## src/rtl/maxpool_relu_32_2.sv

```systemverilog
// Streaming ReLU + non-overlapping 1-D max-pool stage.
// Every K accepted samples produce one pooled output: the signed maximum of
// the window, optionally clamped at zero. Valid/ready handshake on both sides.
module maxpool_relu_32_2 #(
  parameter int T    = 16,
  parameter int N    = 32,
  parameter int K    = 2,
  parameter int RELU = 1
) (
  input  logic                clk,
  input  logic                reset,
  input  logic signed [T-1:0] x_data,
  input  logic                x_valid,
  output logic                x_ready,
  output logic signed [T-1:0] y_data,
  output logic                y_valid,
  input  logic                y_ready
);

  // Counter widths stay at least one bit so K=1 and N/K=1 still elaborate.
  localparam int CW = (K > 1) ? $clog2(K) : 1;
  localparam int VW = ((N / K) > 1) ? $clog2(N / K) : 1;
  localparam logic [CW-1:0] WIN_LAST = CW'(K - 1);
  localparam logic [VW-1:0] VEC_LAST = VW'((N / K) - 1);

  // Reject illegal geometries at elaboration time.
  if (K < 1) begin : g_bad_k
    $error("maxpool_relu_32_2: K must be at least 1");
  end else if (N % K != 0) begin : g_bad_nk
    $error("maxpool_relu_32_2: N must be a multiple of K");
  end

  logic [CW-1:0]       win_cnt;
  logic [VW-1:0]       vec_cnt;
  logic signed [T-1:0] acc;
  logic signed [T-1:0] win_max;
  logic signed [T-1:0] pooled;
  logic                win_last;
  logic                x_fire;
  logic                y_fire;

  // Handshake decode and the combinational max / ReLU datapath.
  always_comb begin
    win_last = (win_cnt == WIN_LAST);
    // Only the completing sample needs the output register; it may proceed
    // when the register is empty or being drained this very cycle.
    x_ready  = !win_last || !y_valid || y_ready;
    x_fire   = x_valid && x_ready;
    y_fire   = y_valid && y_ready;
    if (K == 1) begin
      win_max = x_data;
    end else begin
      win_max = (x_data > acc) ? x_data : acc;
    end
    pooled = ((RELU != 0) && win_max[T-1]) ? '0 : win_max;
  end

  // Window accumulation, output register and diagnostic vector counter.
  // NOTE: every register here is state, so it is written with non-blocking
  // assignments; a blocking write would let later statements see the new value
  // within the same edge and break the register semantics.
  always_ff @(posedge clk) begin
    if (!reset) begin
      // NOTE: reset is synchronous and covers every register, including acc;
      // a partial window is simply discarded.
      win_cnt <= '0;
      vec_cnt <= '0;
      acc     <= '0;
      y_data  <= '0;
      y_valid <= 1'b0;
    end else begin
      // Drain first; a completing window below overrides this with no bubble.
      if (y_fire) begin
        y_valid <= 1'b0;
      end
      if (x_fire) begin
        if (win_last) begin
          y_data  <= pooled;
          y_valid <= 1'b1;
          win_cnt <= '0;
          vec_cnt <= (vec_cnt == VEC_LAST) ? '0 : vec_cnt + VW'(1);
        end else begin
          acc     <= (win_cnt == '0) ? x_data : win_max;
          win_cnt <= win_cnt + CW'(1);
        end
      end
    end
  end

endmodule
```

## config.mk

```make
export PLATFORM = sky130hd
export DESIGN_NAME = maxpool_relu_32_2
export DESIGN_NICKNAME = d
export VERILOG_FILES = /design/src/rtl/maxpool_relu_32_2.sv
export SDC_FILE = /design/constraint.sdc
export NUM_CORES = 1
export LEC_CHECK = 0
export CORE_MARGIN = 2
export CORE_UTILIZATION = 50
export DETAILED_ROUTE_END_ITERATION = 8
export PLACE_DENSITY = 0.86
export SYNTH_ARGS = -nofsm -noshare
export SYNTH_HDL_FRONTEND = slang
export SYNTH_SLANG_ARGS = --single-unit
```

## constraint.sdc

```tcl
create_clock -name clk -period 3 [get_ports clk]
set_input_delay 0.3 -clock clk [delete_from_list [all_inputs] [get_ports clk]]
set_output_delay 0.3 -clock clk [all_outputs]
set_load 0.005 [all_outputs]
```

== Word-level counts from Yosys, hierarchy flattened ==
Cells that the tools add are included.
W data, S select, Z words.

* Logic and storage cells: 21
* Register bits: 34
* Memories kept: 0
* ROM bits: 0
* RAM bits: 0
* Input port bits: 20
* Bits in latches: 0

* Order comparisons: 1
* Div/mod/pow operators: 0
* Equal/unequal tests: 0
* Bitwise gates (word level): 1
* Shift operators: 0
* $mul: 0
* Reduce and logical (&&, ||, !) cells: 8
* Muxes and demuxes: 6
* $add $sub $neg: 1

{| class="wikitable"
|+ Operator list
! operator !! number
|-
| $gt A16 B16 Y1 || 1
|-
| $mux W16 || 1
|-
| $mux W15 || 1
|-
| $mux W1 || 4
|-
| $reduce_and A2 Y1 || 2
|-
| $logic_and A1 B1 Y1 || 2
|-
| $logic_not A1 Y1 || 2
|-
| $logic_or A1 B1 Y1 || 2
|-
| $add A1 B1 Y1 const B || 1
|-
| $not A1 Y1 || 1
|}

== Longest topological paths before layout ==
Gate-level depths: netlist of run 1.

* Depth after elaboration: 5
* Gate-level depth with buffers: 10

== Worst setup path before layout of run 1 ==
OpenSTA, ideal clock, no wires.

* Kind: reg-to-reg
* From: register acc[15]
* To: register y_data[0]
* Clock period less this slack: 2498 ps
* Data arrival time: 2376 ps
* Setup time: 122 ps
* Required time: 2878 ps
* Setup slack: 502 ps
* Cell stages (with the launch flop): 11
* Cells stage by stage: dfxtp_1 -> inv_1 -> ha_1 -> nand4_1 -> nor2_1 -> a221o_1 -> or4_4 -> and3_1 -> buf_6 -> buf_8 -> a221o_1

* Word-level cells in the longest chain between the ends: 3

{| class="wikitable"
|+ RTL lines
! item !! RTL line !! text
|-
| start, declared || 35 || <nowiki>logic signed [T-1:0] acc;</nowiki>
|-
| start signal, assigned || 83 || <nowiki>acc <= (win_cnt == '0) ? x_data : win_max;</nowiki>
|-
| $gt A16 B16 Y1 || 53 || <nowiki>win_max = (x_data > acc) ? x_data : acc;</nowiki>
|-
| $mux W16 (*) || 53 ||
|-
| $mux W15 (*) || 55 || <nowiki>pooled = ((RELU != 0) && win_max[T-1]) ? '0 : win_max;</nowiki>
|-
| end signal, assigned || 78 || <nowiki>y_data <= pooled;</nowiki>
|-
| end, declared || 15 || <nowiki>output logic signed [T-1:0] y_data,</nowiki>
|}

Mark *: on every way between the ends. The rest lies on a longest branch, timed or not.
A chain may end at the register's enable or synchronous reset.

== Worst setup path in the final report of run 1 ==
* From: input x_data[5]
* To: register y_data[2]

* Word-level cells in the longest chain between the ends: 3

{| class="wikitable"
|+ RTL lines
! item !! RTL line !! text
|-
| start, declared || 12 || <nowiki>input logic signed [T-1:0] x_data,</nowiki>
|-
| $gt A16 B16 Y1 || 53 ||
|-
| $mux W16 || 53 ||
|-
| $mux W15 || 55 ||
|}

No other way between the ends.

==> results of run 1 <==
-- power groups by stage --
stage	registers, uW	logic (uW)	clock network (uW)
after floorplan	482	98.1	0
after global placement	484	184	0
after detailed placement	485	191	0
after CTS	475	193	292
after global routing	478	212	305
final	475	191	283
-- cell type report --
cell class                 instances  area [um2]  area share, %
clock buffer                       7        65.1           2.78
clock inverter                     1        5.00          0.214
inverter                          17        63.8           2.72
multi-input combinational        131         961           41.0
sequential                        33         661           28.2
tap                               46        57.6           2.46
timing repair buffer              57         531           22.6
-- metal layers --
| layer | part of all wire, % | vias to the layer above |
|---|---|---|
| li1 | - | 806 |
| met1 | 44 | 753 |
| met2 | 50 | 39 |
| met3 | 4.0 | 6 |
| met4 | 1.1 | 0 |
| met5 | 0 | - |
-- layout by cell type, fill, tap and decap left out, drive strengths merged, types with 2 or more instances in the layout --
cell type / n
clkdlybuf4s50: 36
nand2: 35
dfxtp: 33
a21oi: 22
buf: 21
inv: 16
ha: 16
a221o: 16
a22o: 15
clkbuf: 7
nand4: 3
nor2: 3
nand2b: 2
nor2b: 2
a21o: 2
nor4: 2
a21boi: 2
clkinv: 2
-- state kept, by name (all words and copies together), names as in the netlist --
name / flops
acc: 16
y_data: 15
y_valid: 1
win_cnt: 1
-- critical path, stage by stage --
cell and delay, ns:
clkdlybuf4s50_1 0.48, ha_1 0.36, a21oi_2 0.15, o21ai_1 0.07
a221o_1 0.34, or4_4 0.42, buf_4 0.15, a2111oi_4 0.31
buf_4 0.25, a221o_1 0.16
-- per-stage QoR --
| stage | worst slack, ns | hold slack (ns) | total power, uW | util, % | setup TNS, ns |
|---|---|---|---|---|---|
| after detailed placement | -0.0292 | 0.466 | 676 | 67.6 | -0.178 |
| after CTS | 0.317 | 0.479 | 959 | 69.7 | 0 |
| after floorplan | 0.502 | 0.410 | 580 | - | 0 |
| after global routing | 0.222 | 0.503 | 994 | 69.7 | 0 |
| after global placement | 0.0616 | 0.456 | 668 | 67.6 | 0 |
| final | 0.322 | 0.478 | 948 | 69.7 | 0 |
-- worst min-delay path by stage --
stage                           end  cells past startpoint
2_1_floorplan  win_cnt$_SDFFE_PN0P_                      1
3_3_place_gp    acc[1]$_SDFFE_PN0P_                      2
3_5_place_dp    acc[6]$_SDFFE_PN0P_                      2
4_1_cts         acc[6]$_SDFFE_PN0P_                      2
5_1_grt        acc[13]$_SDFFE_PN0P_                      2
6_report        acc[6]$_SDFFE_PN0P_                      2
-- logic make-up (layout without fill, tap and decap cells) --
kind of cell               Yosys count  in the layout  share of synthesized area [%]
and+or+nand+nor                     52             52                           13.6
buffers and inverters               28             82                           8.18
DFF                                 33             33                           37.6
AOI/OAI and AO/OA                   62             62                           29.1
other                                1              1                          0.213
adders and majority gates           16             16                           11.4
==> flow_metrics.tcl, run 1 <==
set metrics [dict create \
    status "completed" \
    irDropWorstVdd_mv 0.258 \
    nets 281 \
    period_share_pct 89.3 \
    synth_edf_count 0 \
    setup_viol 0 \
    postCtsHoldBufs 0 \
    ys_ff_latch 33 \
    period_needed_ns 2.68 \
    grt.overflow.total 0 \
    path_max_fanout 10 \
    syn_area_um2 1760 \
    rr_worst_depth 10 \
    slew_violations 0 \
    hpwlAfterDp_um 3070 \
    finalNonFillerCells 292 \
    core.rowCount 21 \
    ctsHtreeMaxLevel 2 \
    area_growth_pct 33.2 \
    cts_resized 0 \
    final_cell_area_um2 2340 \
    worst_pin_slew_ns 0.673 \
    cts_buffers 5 \
    rsz0062_at_grt "false" \
    clock_sinks 33 \
    clock_path_buffers 2 \
    synth_flop_cell "dfxtp_1" \
    layout-drive-gt1-share_pct 20.3 \
    antenna_cells 0 \
    async_reset_ff_share_pct 0 \
    cp-start-kind "primary input" \
    worstSetupEndpointType "flop" \
    p_switching_uw 253 \
    via_count 1604 \
    p_per_area_nw_per_um2 405 \
    seqPwrFrac_pct 50.1 \
    cts_tree "built" \
    endpoint "y_data[2]$_SDFFE_PN0P_" \
    synthCells 192 \
    synth_top_cell_area_share_pct 37.6 \
    initial_core_util_pct 52.3 \
    r2r_setup_slack_ns 0.40 \
    drt_iter0_drc 74 \
    grt_max_degree 19 \
    place_area_um2 2270 \
    cap_violations 0 \
    synth_common_cells "nand2_1 (35), dfxtp_1 (33), a21oi_1 (20)" \
    max_slew_margin_pct 55.1 \
    fillCellCount 289 \
    cp.arrival_ns 2.97 \
    drc_errors 0 \
    portBuffers 36 \
    core-area_um2 3360 \
    p_int_uw 695 \
    wl_per_cell_um 14.4 \
    dieWidth_um 63.3 \
    gp_congestion 0.893 \
    busiest_layer "met2" \
    ys_types 35 \
    yosysMostFrequentCell "nand2_1" \
    required_ns 3.29 \
    dieHeight_um 63.3 \
    die_area_um2 4010 \
    critPathKind "in -> reg" \
    worstSetupStartpoint "x_data[5]" \
    clock_skew_ns 0.0159 \
    vias_per_cell 5.49 \
    grt_first_pass_wirelength_um 7090 \
    hold_viol_final 0 \
    dp.cells 284 \
    synthTopCellsByArea "dfxtp_1 (38%), ha_1 (11%), nand2_1 (7.5%)" \
    grtUsageMet3_pct 5.71 \
    min-delay-start "acc[6]$_SDFFE_PN0P_" \
    synth_area_leader_cell "dfxtp_1" \
    p_leak_uw 0.000939 \
    swShare_pct 26.7 \
    syn_nets 228 \
    cts_setup_buffers 0 \
    r2r_start "acc[5]$_SDFFE_PN0P_" \
    gr-usage-met1_pct 26.0 \
    min_path_type "reg -> reg" \
    cts_root_buf "clkbuf_4" \
    grtUsageMet2_pct 40.3 \
    clkPwrFrac_pct 29.8 \
    ys_seq_area_share_pct 37.6 \
    combPwrFrac_pct 20.2 \
    ios 38 \
    clock_latency_ns 0.34 \
    grt_use_total_pct 22.6 \
    wl_um 4200 \
    grt_pass1_vias 1611 \
    clk_pin_slew_ns 0.10 \
    yosys_warnings 0 \
    fmax_ghz 0.373 \
    antenna_found_initial 0 \
    drt_pass1_iterations 5 \
    r2r-end "y_data[2]$_SDFFE_PN0P_" \
    syn_area_per_cell_um2 9.16 \
    antenna_left 0 \
]
Power figures use the tool's default switching activity.
==> run 2: changes to the inputs <==
Settings changed: SKIP_LAST_GASP from default to 1.
==> results of run 2 <==
Same layout as run 1: the final DEF is identical, and so are final timing and power.
==> run 3: changes to the inputs <==
Settings changed: CORE_MARGIN 2 to default.
==> run 3 against run 2 <==
Against the previous run:
- flip-flop and latch count unchanged
- final cell count stayed put
- cell area down 0.32%
- non-clock buffer count increased by 1
- core utilization is 0.22 points lower
- critical path depth unchanged
- critical endpoint is now y_data[4]$_SDFFE_PN0P_
- routed wire length down 3.6%
- setup slack lost 0.0063 ns
- register-to-register slack about the same
- clock power decreased by 9.2%
==> flow_metrics.tcl, run 3 (same netlist as run 1, synthesis figures left out) <==
set metrics [dict create \
    initial_core_util_pct 52.3 \
    finalSetupTns_ns 0 \
    final_common_cell "clkdlybuf4s50_1" \
    seqPwrFrac_pct 51.4 \
    cts_setup_buffers 0 \
    max_slew_margin_pct 54.3 \
    clkPwrFrac_pct 27.8 \
    final_cell_area_um2 2340 \
    area_growth_pct 32.8 \
    wl_per_cell_um 13.8 \
    fin_util_pct 69.5 \
    grt_first_pass_wirelength_um 6500 \
    combPwrFrac_pct 20.8 \
    clock_path_buffers 2 \
    nets 282 \
    via_count 1599 \
    path_cells "clkdlybuf4s50_1, ha_1, a21oi_2, o21ai_1, a221o_1, or4_4, buf_4, a2111oi_4, buf_4, a221o_1" \
    irDropWorstVdd_mv 0.257 \
    die_area_um2 3760 \
    setup_viol 0 \
    core-area_um2 3360 \
    layout_common_cells "clkdlybuf4s50_1 (36), nand2_1 (35), dfxtp_1 (33)" \
    cpMaxStageDelayCell "clkdlybuf4s50_1" \
    clock_sinks 33 \
    hpwlAfterDp_um 2900 \
    path_max_fanout 10 \
    grt.overflow.total 0 \
    critPathKind "in -> reg" \
    worst_pin_slew_ns 0.685 \
    core.rowCount 21 \
    p_switching_uw 253 \
    layout-drive-gt1-share_pct 19.9 \
    dieWidth_um 61.3 \
    grt_pass1_vias 1504 \
    slew_violations 0 \
    largest_reg_flops 16 \
    antenna_left 0 \
    cp.arrival_ns 2.97 \
    fillCellCount 293 \
    period_share_pct 89.5 \
    reg.largest.list "acc: 16 flops, y_data: 15 flops" \
    grt_max_degree 19 \
    dieHeight_um 61.3 \
    cts_tree "built" \
    p_int_uw 671 \
    rsz0062_at_grt "false" \
    fmax_ghz 0.373 \
    critical_path.max_stage_delay_ns 0.48 \
    clock_latency_ns 0.33 \
    cts_resized 0 \
    required_ns 3.28 \
    antenna_cells 0 \
    drc_errors 0 \
    regMostFlops "acc" \
    cap_violations 0 \
    cts_buffers 5 \
    vias_per_cell 5.48 \
    timing.hold.ws_ns 0.475 \
    ios 38 \
    clk_pin_slew_ns 0.10 \
    p_leak_uw 0.000935 \
    grt_use_total_pct 24.0 \
    swShare_pct 27.4 \
    period_needed_ns 2.68 \
    cp-start-kind "primary input" \
    postCtsHoldBufs 0 \
    drt_iter0_drc 102 \
    clock_skew_ns 0.00858 \
    gp_congestion 0.939 \
    ctsHtreeMaxLevel 2 \
    hold_viol_final 0 \
    wl_um 4040 \
    antenna_found_initial 0 \
    min_path_type "reg -> reg" \
    status "completed" \
    p_per_area_nw_per_um2 395 \
    drt_pass1_iterations 4 \
    cts_root_buf "clkbuf_4" \
    place_area_um2 2280 \
    portBuffers 36 \
    worstSetupEndpointType "flop" \
]
[run 3: metal layers]
| layer | share of wire, % | wire length, um | track usage (%) | up-vias |
|---|---|---|---|---|
| li1 | - | - | - | 802 |
| met1 | 45 | 1820 | 29.3 | 725 |
| met2 | 47 | 1880 | 39.8 | 62 |
| met3 | 6.1 | 248 | 5.67 | 10 |
| met4 | 2.2 | 89 | 11.4 | 0 |
| met5 | 0 | 0 | 0 | - |
[run 3: area by class of cell]
class                   count  area [um2]  area share [%]
clock buffers               7        55.1            2.36
inverters                  17        63.8            2.73
multi-input cells         131         961            41.1
flip-flops and latches     33         661            28.3
well taps                  46        57.6            2.46
repair buffers             58         538            23.0
[run 3: final timing paths]
path	startpoint	depth (start not counted)	endpoint	slack, ns
setup / recovery	x_data[5]	10	y_data[4]$_SDFFE_PN0P_	0.32
hold / removal	acc[9]$_SDFFE_PN0P_	2	acc[9]$_SDFFE_PN0P_	0.48
setup reg to reg	acc[7]$_SDFFE_PN0P_	10	y_data[4]$_SDFFE_PN0P_	0.40
hold reg to reg	acc[9]$_SDFFE_PN0P_	2	acc[9]$_SDFFE_PN0P_	0.48
[run 3: power groups by stage]
| stage | Clock [uW] | Combinational [uW] | Sequential, uW |
|---|---|---|---|
| final | 257 | 192 | 475 |
| after global routing | 283 | 213 | 478 |
| after CTS | 259 | 193 | 474 |
| after detailed placement | 0 | 191 | 485 |
| after global placement | 0 | 186 | 484 |
| after floorplan | 0 | 98.1 | 482 |
[run 3: worst max-delay path: cells and delay by family]
kind / cells / cell delay [ns]
simple gates: 1 / 0.42
fa+ha+maj: 1 / 0.35
compound gates: 5 / 1.02
buf+inv: 3 / 0.88
[run 3: through the flow]
stage | worst slack (ns) | std cells | total power [uW]
2_1_floorplan | 0.502 | 192 | 580
3_3_place_gp | 0.0491 | 285 | 669
3_5_place_dp | -0.0359 | 285 | 676
4_1_cts | 0.319 | 292 | 927
5_1_grt | 0.232 | 292 | 974
6_report | 0.315 | 292 | 924
